**config.mk**
```make
export PLATFORM = sky130hd
export DESIGN_NAME = basic_block_windowed
export DESIGN_NICKNAME = d
export VERILOG_FILES = /design/src/rtl/basic_block_windowed.sv
export SDC_FILE = /design/constraint.sdc
export NUM_CORES = 1
export LEC_CHECK = 0
export CAP_MARGIN = 10
export CORE_MARGIN = 2
export CORE_UTILIZATION = 44
export CTS_BUF_LIST = sky130_fd_sc_hd__clkbuf_8
export CTS_CLUSTER_SIZE = 24
export DETAILED_ROUTE_END_ITERATION = 12
export HOLD_SLACK_MARGIN = 0.15
export PLACE_DENSITY = 0.79
export SYNTH_ARGS = -nofsm -noshare
export SYNTH_HDL_FRONTEND = slang
export SYNTH_SLANG_ARGS = --single-unit
```
**constraint.sdc**
```tcl
create_clock -name clk -period 2.6 [get_ports clk]
set_input_delay 0.52 -clock clk [delete_from_list [all_inputs] [get_ports clk]]
set_output_delay 0.52 -clock clk [all_outputs]
set_load 0.02 [all_outputs]
```
**src/rtl/basic_block_windowed.sv**
```systemverilog
// Single-thread instruction executor for a windowed regex engine: fetches the
// instruction at a thread's PC and emits zero, one or two successor threads.

package basic_block_windowed_pkg;
  localparam int unsigned OPCODE_WIDTH = 3;

  localparam logic [OPCODE_WIDTH-1:0] OP_MATCH_CHAR           = 3'd0;
  localparam logic [OPCODE_WIDTH-1:0] OP_NOT_MATCH_CHAR       = 3'd1;
  localparam logic [OPCODE_WIDTH-1:0] OP_MATCH_ANY            = 3'd2;
  localparam logic [OPCODE_WIDTH-1:0] OP_JMP                  = 3'd3;
  localparam logic [OPCODE_WIDTH-1:0] OP_SPLIT                = 3'd4;
  localparam logic [OPCODE_WIDTH-1:0] OP_ACCEPT               = 3'd5;
  localparam logic [OPCODE_WIDTH-1:0] OP_END_WITHOUT_ACCEPTING = 3'd6;
endpackage

module basic_block_windowed
  import basic_block_windowed_pkg::*;
#(
  parameter int unsigned PC_WIDTH          = 8,
  parameter int unsigned CHARACTER_WIDTH   = 8,
  parameter int unsigned MEMORY_WIDTH      = 16,
  parameter int unsigned MEMORY_ADDR_WIDTH = 11,
  parameter int unsigned CC_ID_BITS        = 2
) (
  input  logic                                           clk,
  input  logic                                           reset,
  input  logic [CHARACTER_WIDTH*(1<<CC_ID_BITS)-1:0]     current_characters,
  input  logic                                           input_pc_valid,
  output logic                                           input_pc_ready,
  input  logic [PC_WIDTH-1:0]                            input_pc,
  input  logic [CC_ID_BITS-1:0]                          input_cc_id,
  output logic                                           memory_valid,
  input  logic                                           memory_ready,
  output logic [MEMORY_ADDR_WIDTH-1:0]                   memory_addr,
  input  logic [MEMORY_WIDTH-1:0]                        memory_data,
  output logic                                           output_pc_valid,
  input  logic                                           output_pc_ready,
  output logic [PC_WIDTH-1:0]                            output_pc,
  output logic [CC_ID_BITS-1:0]                          output_cc_id,
  output logic                                           output_pc_is_directed_to_current,
  output logic                                           accepts
);

  localparam int unsigned PAYLOAD_WIDTH = MEMORY_WIDTH - OPCODE_WIDTH;

  typedef enum logic [2:0] {
    IDLE, FETCH, WAIT_DATA, EXEC, OUT_A, OUT_B
  } state_t;

  state_t                    state;
  logic [PC_WIDTH-1:0]       pc_q;
  logic [CC_ID_BITS-1:0]     cc_q;
  logic [MEMORY_WIDTH-1:0]   instr_q;
  logic [PC_WIDTH-1:0]       alt_pc_q;
  logic                      split_q;

  logic [OPCODE_WIDTH-1:0]   opcode;
  logic [PC_WIDTH-1:0]       payload_pc;
  logic [PC_WIDTH-1:0]       pc_inc;
  logic [PC_WIDTH-1:0]       emit_pc;
  logic [CHARACTER_WIDTH-1:0] payload_char;
  logic [CHARACTER_WIDTH-1:0] window_char;
  logic [CC_ID_BITS-1:0]     cc_inc;
  logic [CC_ID_BITS-1:0]     emit_cc;
  logic                      emit;
  logic                      advance;
  logic                      is_split;
  logic                      unused_instr;

  // Instruction field extraction and successor arithmetic (wraps naturally)
  assign opcode       = instr_q[MEMORY_WIDTH-1 -: OPCODE_WIDTH];
  assign payload_pc   = PC_WIDTH'(instr_q[PAYLOAD_WIDTH-1:0]);
  assign payload_char = instr_q[CHARACTER_WIDTH-1:0];
  assign window_char  = current_characters[cc_q*CHARACTER_WIDTH +: CHARACTER_WIDTH];
  assign pc_inc       = pc_q + PC_WIDTH'(1);
  assign cc_inc       = cc_q + CC_ID_BITS'(1);
  assign emit_cc      = advance ? cc_inc : cc_q;
  // Payload bits above the PC/character fields carry no meaning here.
  assign unused_instr = ^instr_q;

  // Decode of the latched instruction, consumed only in EXEC
  always_comb begin
    emit     = 1'b0;
    advance  = 1'b0;
    is_split = 1'b0;
    emit_pc  = pc_inc;
    case (opcode)
      OP_MATCH_CHAR: begin
        emit    = (window_char == payload_char);
        advance = 1'b1;
      end
      OP_NOT_MATCH_CHAR: begin
        emit    = (window_char != payload_char);
        advance = 1'b1;
      end
      OP_MATCH_ANY: begin
        emit    = 1'b1;
        advance = 1'b1;
      end
      OP_JMP: begin
        emit    = 1'b1;
        emit_pc = payload_pc;
      end
      OP_SPLIT: begin
        emit     = 1'b1;
        is_split = 1'b1;
      end
      default: ;
    endcase
  end

  // Thread FSM with all handshake and result outputs registered
  always_ff @(posedge clk or negedge reset) begin
    if (!reset) begin
      state                            <= IDLE;
      input_pc_ready                   <= 1'b1;
      memory_valid                     <= 1'b0;
      memory_addr                      <= '0;
      output_pc_valid                  <= 1'b0;
      output_pc                        <= '0;
      output_cc_id                     <= '0;
      output_pc_is_directed_to_current <= 1'b0;
      accepts                          <= 1'b0;
      pc_q                             <= '0;
      cc_q                             <= '0;
      instr_q                          <= '0;
      alt_pc_q                         <= '0;
      split_q                          <= 1'b0;
    end else begin
      accepts <= 1'b0;
      case (state)
        IDLE: begin
          if (input_pc_valid) begin
            pc_q           <= input_pc;
            cc_q           <= input_cc_id;
            input_pc_ready <= 1'b0;
            memory_valid   <= 1'b1;
            memory_addr    <= MEMORY_ADDR_WIDTH'(input_pc);
            state          <= FETCH;
          end
        end
        FETCH: begin
          if (memory_ready) begin
            memory_valid <= 1'b0;
            state        <= WAIT_DATA;
          end
        end
        WAIT_DATA: begin
          // Decoding ACCEPT here lets the pulse line up exactly with EXEC.
          instr_q <= memory_data;
          accepts <= (memory_data[MEMORY_WIDTH-1 -: OPCODE_WIDTH] == OP_ACCEPT);
          state   <= EXEC;
        end
        EXEC: begin
          if (emit) begin
            output_pc_valid                  <= 1'b1;
            output_pc                        <= emit_pc;
            output_cc_id                     <= emit_cc;
            output_pc_is_directed_to_current <= !advance;
            alt_pc_q                         <= payload_pc;
            split_q                          <= is_split;
            state                            <= OUT_A;
          end else begin
            input_pc_ready <= 1'b1;
            state          <= IDLE;
          end
        end
        OUT_A: begin
          if (output_pc_ready) begin
            if (split_q) begin
              output_pc                        <= alt_pc_q;
              output_cc_id                     <= cc_q;
              output_pc_is_directed_to_current <= 1'b1;
              state                            <= OUT_B;
            end else begin
              output_pc_valid <= 1'b0;
              input_pc_ready  <= 1'b1;
              state           <= IDLE;
            end
          end
        end
        OUT_B: begin
          if (output_pc_ready) begin
            output_pc_valid <= 1'b0;
            input_pc_ready  <= 1'b1;
            state           <= IDLE;
          end
        end
        default: begin
          output_pc_valid <= 1'b0;
          memory_valid    <= 1'b0;
          input_pc_ready  <= 1'b1;
          state           <= IDLE;
        end
      endcase
    end
  end

endmodule

```
==> impl_metrics.env, run 1 <==
export IMPL_htree_levels=2
export IMPL_diodes=0
export IMPL_fin_crit_sh=1.041
export IMPL_cpPeakStageDelay_ns=0.49
export IMPL_ys_seq_area_frac=0.4264
export IMPL_maxSlewViolCount=0
export IMPL_port_buffer_count=80
export IMPL_post_place_ws_ns=-0.5327
export IMPL_startpoint_type="primary input"
export IMPL_drt_first_pass_iters=5
export IMPL_drc=0
export IMPL_core_area_um2=6277
export IMPL_clk_latency_ns=0.30
export IMPL_critPathCaptureType="flop"
export IMPL_yosys_warnings=0
export IMPL_r2r_end="alt_pc_q[0]$_DFFE_PN0P_"
export IMPL_violations="setup timing"
export IMPL_start_util=0.4493
export IMPL_cp_cell_sequence="clkdlybuf4s50_1 -> mux4_2 -> xnor2_2 -> nand2_1 -> nor4_2 -> buf_4 -> mux2i_4 -> buf_6 -> a21oi_4 -> mux2_4"
export IMPL_yosysTopAreaCell="dfrtp_1"
export IMPL_dpl_cell_area_um2=3780
export IMPL_die_area_um2=7066
export IMPL_cts_made_buffers=5
export IMPL_drive_above_1_share=0.2520
export IMPL_wl_per_cell_um=16.58
export IMPL_placed_cells_incl_taps=433
export IMPL_clockRootBuffer="clkbuf_8"
export IMPL_tightest_slew_ns=0.6136
export IMPL_synth_common_cells="dfrtp_1, mux2_2, nor2_1"
export IMPL_track_usage=0.2228
export IMPL_async_reset_ff_frac=1.000
export IMPL_dieHeight_um=84.06
export IMPL_ys_ff_latch=48
export IMPL_worst_path_max_delay_cell="mux4_2"
export IMPL_post_synth_top_count_cell="dfrtp_1"
export IMPL_clkTransAtPathRegs_ns=0.08
export IMPL_ys_top_cells_by_area="dfrtp_1, mux2_2, mux4_2"
export IMPL_r2r_cells=10
export IMPL_rows=29
export IMPL_yosysTopAreaCellShare=0.4170
export IMPL_final_cell_area_um2=4088
export IMPL_period_minus_slack_ns=2.707
export IMPL_setup_worst_path_class="primary input to flop"
export IMPL_syn_inst=275
export IMPL_cp_data_arrival_time_ns=2.89
export IMPL_antenna_found_initial=0
export IMPL_setup_violations=18
export IMPL_reg2reg_from="cc_q[0]$_DFFE_PN0P_"
export IMPL_cts_tree="built"
export IMPL_holdWs_ns=0.1872
export IMPL_grt_setup_unrepaired="true"
export IMPL_setup_slack_ns=-0.1073
export IMPL_status="complete, but fails checks"
export IMPL_initialDrtViolationCount=344
export IMPL_vias=2547
export IMPL_ios=89
export IMPL_die_w_um=84.06
export IMPL_area_growth_pct=44.94
export IMPL_required_ns=2.79
export IMPL_yosysUniqueCellTypes=48
export IMPL_grt_pass1_wl_um=12540
export IMPL_layout_cells_non_filler=450
export IMPL_vias_per_cell=5.660
export IMPL_grt_overflow=0
export IMPL_leakage_nw=1.774
export IMPL_synth_edff_count=0
export IMPL_syn_cell_area_um2=2820
export IMPL_ant_nets=0
export IMPL_grt_max_degree=49
export IMPL_place_congestion=0.8351
export IMPL_clockBufferDepth=2
export IMPL_nets=436
export IMPL_ir_worst_vdd_mv=0.6790
export IMPL_p_per_area_nw_per_um2=1209
export IMPL_relSlewSlack=0.5901
export IMPL_maxClockFrequency_mhz=369.4
export IMPL_clock_sinks=48
export IMPL_avgSynthCellArea_um2=10.26
export IMPL_finalClockSkew_ns=0.009585
export IMPL_finalHoldViolations=0
export IMPL_grt_pass1_vias=2579
export IMPL_crit_fanout=5
export IMPL_dpl_hpwl_um=5469
export IMPL_drt_total_wl_um=7462
export IMPL_ys_dominant_reg_cell="dfrtp_1"
export IMPL_max_cap_violations=0
export IMPL_r2r_slack_ns=-0.09
export IMPL_hp_class="primary input to asynchronous set/reset pin"
-- metal layers --
metal | vias up | part of all wire | track usage
met5 | - | 0 | 0
met4 | 0 | 0.020 | 0.07478
met3 | 17 | 0.079 | 0.05242
met2 | 122 | 0.50 | 0.3737
met1 | 1213 | 0.40 | 0.2825
li1 | 1195 | - | -
-- area by class of cell --
cell class | count | area (um2)
Clock buffer | 7 | 96.34
Clock inverter | 1 | 3.754
Fill cell | 498 | 2190
Inverter | 7 | 26.28
Multi-Input combinational cell | 207 | 1665
Sequential cell | 48 | 1205
Tap cell | 77 | 96.34
Timing Repair Buffer | 103 | 994.7
-- worst max-delay path: cells and delay by family --
family                 cells  cell delay [ns]
multiplexers               3             0.90
buffers and inverters      3             0.71
AND/OR/NAND/NOR            2             0.34
AO/OA/AOI/OAI              1             0.26
XOR/XNOR                   1             0.17
-- power by group --
group	internal, mW	switching (mW)
sequential	1.11	0.485
clock	0.239	0.242
combinational	1.54	1.33
-- through the flow --
| step | TNS, ns | utilization | total power, mW |
|---|---|---|---|
| 3_5_place_dp | -10.20 | 0.6022 | 4.159 |
| 3_3_place_gp | -9.560 | 0.6022 | 4.078 |
| 5_1_grt | -2.099 | 0.6512 | 5.285 |
| 2_1_floorplan | 0 | - | 3.247 |
| 6_report | -1.269 | 0.6512 | 4.943 |
| 4_1_cts | -1.027 | 0.6410 | 4.842 |
-- cells in the final DEF (no fill, tap or decap), drive strengths merged, types with 10 or more instances in the layout --
master | netlist | layout
a21oi | 21 | 22
buf | 5 | 24
clkdlybuf4s50 | 0 | 56
dfrtp | 47 | 47
dlygate4sd2 | 0 | 20
mux2 | 30 | 30
nand2 | 22 | 22
nor2 | 28 | 28
o21ai | 10 | 10
xnor2 | 11 | 11
-- sequential cells by signal, indices dropped and copies added, names as in the netlist, 2 cells and up --
name / flops
memory_addr: 8
instr_q: 11
output_cc_id: 2
output_pc: 8
alt_pc_q: 8
cc_q: 2
state: 3
-- how the worst max path moves through the flow --
stage,start,endpoint,slack [ns],cells after the start
after floorplan,cc_q[0]$_DFFE_PN0P_,output_pc_valid$_DFFE_PN0P_,0.007,9
after CTS,cc_q[0]$_DFFE_PN0P_,alt_pc_q[3]$_DFFE_PN0P_,-0.12,10
after detailed placement,current_characters[20],output_pc_valid$_DFFE_PN0P_,-0.53,10
after global routing,cc_q[0]$_DFFE_PN0P_,alt_pc_q[2]$_DFFE_PN0P_,-0.15,10
after global placement,current_characters[28],alt_pc_q[4]$_DFFE_PN0P_,-0.49,9
final,current_characters[9],alt_pc_q[0]$_DFFE_PN0P_,-0.11,10
-- kinds of logic after synthesis --
kind of cell    synth area share
compound gates            0.1415
simple gates              0.1344
other cells             0.001330
xor+xnor                 0.05590
fa+ha+maj               0.004436
flops                     0.4264
buf+inv                  0.03549
mux                       0.2005
-- what timing repair did --
action	CTS	global route
resized for setup	38	17
hold buffers	0	0
pin swaps	11	7
setup buffers	8	0
gates cloned	1	0
setup endpoints to repair	22	21
(Power assumes the default switching activity.)
==> run 2, diff against run 1 <==
CORE_UTILIZATION = 41   (was 44)
PLACE_DENSITY = 0.75   (was 0.79)
==> run 2 against run 1 <==
Against the previous run: fmax decreased by 3.1%; combinational power about the same; the run still ends with setup timing left; largest cell class unchanged; die area increased by 7.0%; clock power down 5.2%; register-to-register slack worse by 0.08 ns; sequential power about the same; sequential share of layout area is essentially flat.
==> impl_metrics.env, run 2 (synthesis gave the netlist of run 1 again) <==
export IMPL_status="complete, but fails checks"
export IMPL_violations="setup timing"
export IMPL_ios=89
export IMPL_track_usage=0.2188
export IMPL_rows=30
export IMPL_die_w_um=86.94
export IMPL_grt_max_degree=24
export IMPL_maxSlewViolCount=0
export IMPL_drt_total_wl_um=7661
export IMPL_hp_class="primary input to asynchronous set/reset pin"
export IMPL_grt_pass1_wl_um=12830
export IMPL_drc=0
export IMPL_required_ns=2.79
export IMPL_initialDrtViolationCount=211
export IMPL_worstSetupStartpoint="current_characters[26]"
export IMPL_grt_pass1_vias=2639
export IMPL_place_congestion=0.8954
export IMPL_dpl_hpwl_um=5852
export IMPL_num_fill_cells=575
export IMPL_die_area_um2=7558
export IMPL_placed_cells_incl_taps=438
export IMPL_fin_crit_sh=1.074
export IMPL_drt_first_pass_iters=4
export IMPL_htree_levels=2
export IMPL_clockBufferDepth=2
export IMPL_final_common_cell="clkdlybuf4s50_1"
export IMPL_drive_above_1_share=0.2560
export IMPL_period_minus_slack_ns=2.793
export IMPL_clock_sinks=48
export IMPL_layout_cells_non_filler=455
export IMPL_leakage_nw=1.712
export IMPL_nets=438
export IMPL_largest_register="instr_q"
export IMPL_ant_nets=0
export IMPL_final_cell_mix="clkdlybuf4s50_1, dfrtp_1, mux2_2"
export IMPL_max_cap_violations=0
export IMPL_port_buffer_count=80
export IMPL_clockRootBuffer="clkbuf_8"
export IMPL_area_growth_pct=44.81
export IMPL_crit_fanout=5
export IMPL_holdBufCountCts=0
export IMPL_diodes=0
export IMPL_clk_latency_ns=0.30
export IMPL_setup_violations=21
export IMPL_reg2reg_from="cc_q[0]$_DFFE_PN0P_"
export IMPL_antenna_found_initial=0
export IMPL_setup_worst_path_class="primary input to flop"
export IMPL_dieHeight_um=86.94
export IMPL_cp_data_arrival_time_ns=2.98
export IMPL_p_per_area_nw_per_um2=1199
export IMPL_grt_setup_unrepaired="true"
export IMPL_vias_per_cell=5.664
export IMPL_tightest_slew_ns=0.5316
export IMPL_ir_worst_vdd_mv=0.5922
export IMPL_critPathCaptureType="flop"
export IMPL_setup_slack_ns=-0.1934
export IMPL_relSlewSlack=0.6456
export IMPL_startpoint_type="primary input"
export IMPL_start_util=0.4197
export IMPL_grt_overflow=0
export IMPL_finalClockSkew_ns=0.01184
export IMPL_maxClockFrequency_mhz=358.0
export IMPL_cts_tree="built"
export IMPL_clkTransAtPathRegs_ns=0.09
export IMPL_cts_made_buffers=5
export IMPL_setup_tns_ns=-3.081
export IMPL_finalHoldViolations=0
export IMPL_core_area_um2=6719
export IMPL_wl_per_cell_um=16.84
export IMPL_vias=2577
export IMPL_largest_reg_flops=11
export IMPL_power_mw=4.898
==> run 2: cell types whose count changed in the layout (fill, tap and decap cells not counted), moves of 3 or more <==
cell / previous run / this run
mux2_4: 8 / 0
dlygate4sd2_1: 20 / 5
mux2_2: 22 / 30
clkdlybuf4s50_1: 56 / 72
buf_4: 17 / 20
==> run 2: power breakdown <==
| part | leakage [nW] | internal (mW) | switching (mW) | total, mW |
|---|---|---|---|---|
| Sequential | 0.575 | 1.11 | 0.454 | 1.57 |
| Combinational | 1.08 | 1.50 | 1.38 | 2.88 |
| Clock | 0.0538 | 0.210 | 0.246 | 0.456 |
| Total | 1.71 | 2.82 | 2.08 | 4.90 |
==> run 2: cell type report <==
type	instances	area, um2	share of cell area
Clock buffer	6	82.58	0.02022
Sequential cell	48	1204	0.2947
Multi-Input combinational cell	206	1648	0.4035
Inverter	7	26.28	0.006434
Tap cell	80	100.1	0.02451
Clock inverter	2	7.507	0.001838
Timing Repair Buffer	106	1016	0.2488
==> run 2: metal layers <==
layer,GRT usage,vias up,part of all wire
met1,0.2728,1252,0.41
met4,0.05398,0,0.0094
met3,0.05877,5,0.082
met2,0.3768,123,0.50
li1,-,1197,-
met5,0,-,0
==> run 2: timing repair <==
item / in CTS / in global routing
pin swaps: 8 / 5
setup endpoints to repair: 22 / 23
gates resized for setup: 22 / 15
buffers inserted: 8 / 3
==> run 2: worst max-delay path, stage by stage <==
cell             delay, ns
clkdlybuf4s50_1       0.39
mux4_2                0.50
xnor2_2               0.14
nand4_1               0.16
nor4_4                0.39
mux2i_4               0.39
a21oi_4               0.06
buf_6                 0.16
mux2_2                0.26
==> run 2: path summary, 6_finish.rpt <==
kind | end | slack (ns) | depth (start not counted)
worst max-delay path | alt_pc_q[2]$_DFFE_PN0P_ | -0.19 | 9
worst min-delay path | state[1]$_DFFE_PN0P_ | 0.18 | 1
worst max register to register | alt_pc_q[2]$_DFFE_PN0P_ | -0.17 | 9
worst min register to register | alt_pc_q[0]$_DFFE_PN0P_ | 0.51 | 1
max in group asynchronous | output_pc[4]$_DFFE_PN0P_ | 1.80 | 2
min in group clk | alt_pc_q[0]$_DFFE_PN0P_ | 0.51 | 1
==> run 2: metrics by stage <==
stage	hold WS (ns)	area [um2]	setup slack (ns)	util
2_1_floorplan	0.2244	2840	0.007058	-
3_3_place_gp	0.4875	3781	-0.5277	0.5628
3_5_place_dp	0.4959	3781	-0.5778	0.5628
4_1_cts	0.2012	3995	-0.2032	0.5946
5_1_grt	0.2222	4084	-0.3082	0.6078
6_report	0.1795	4084	-0.1934	0.6078
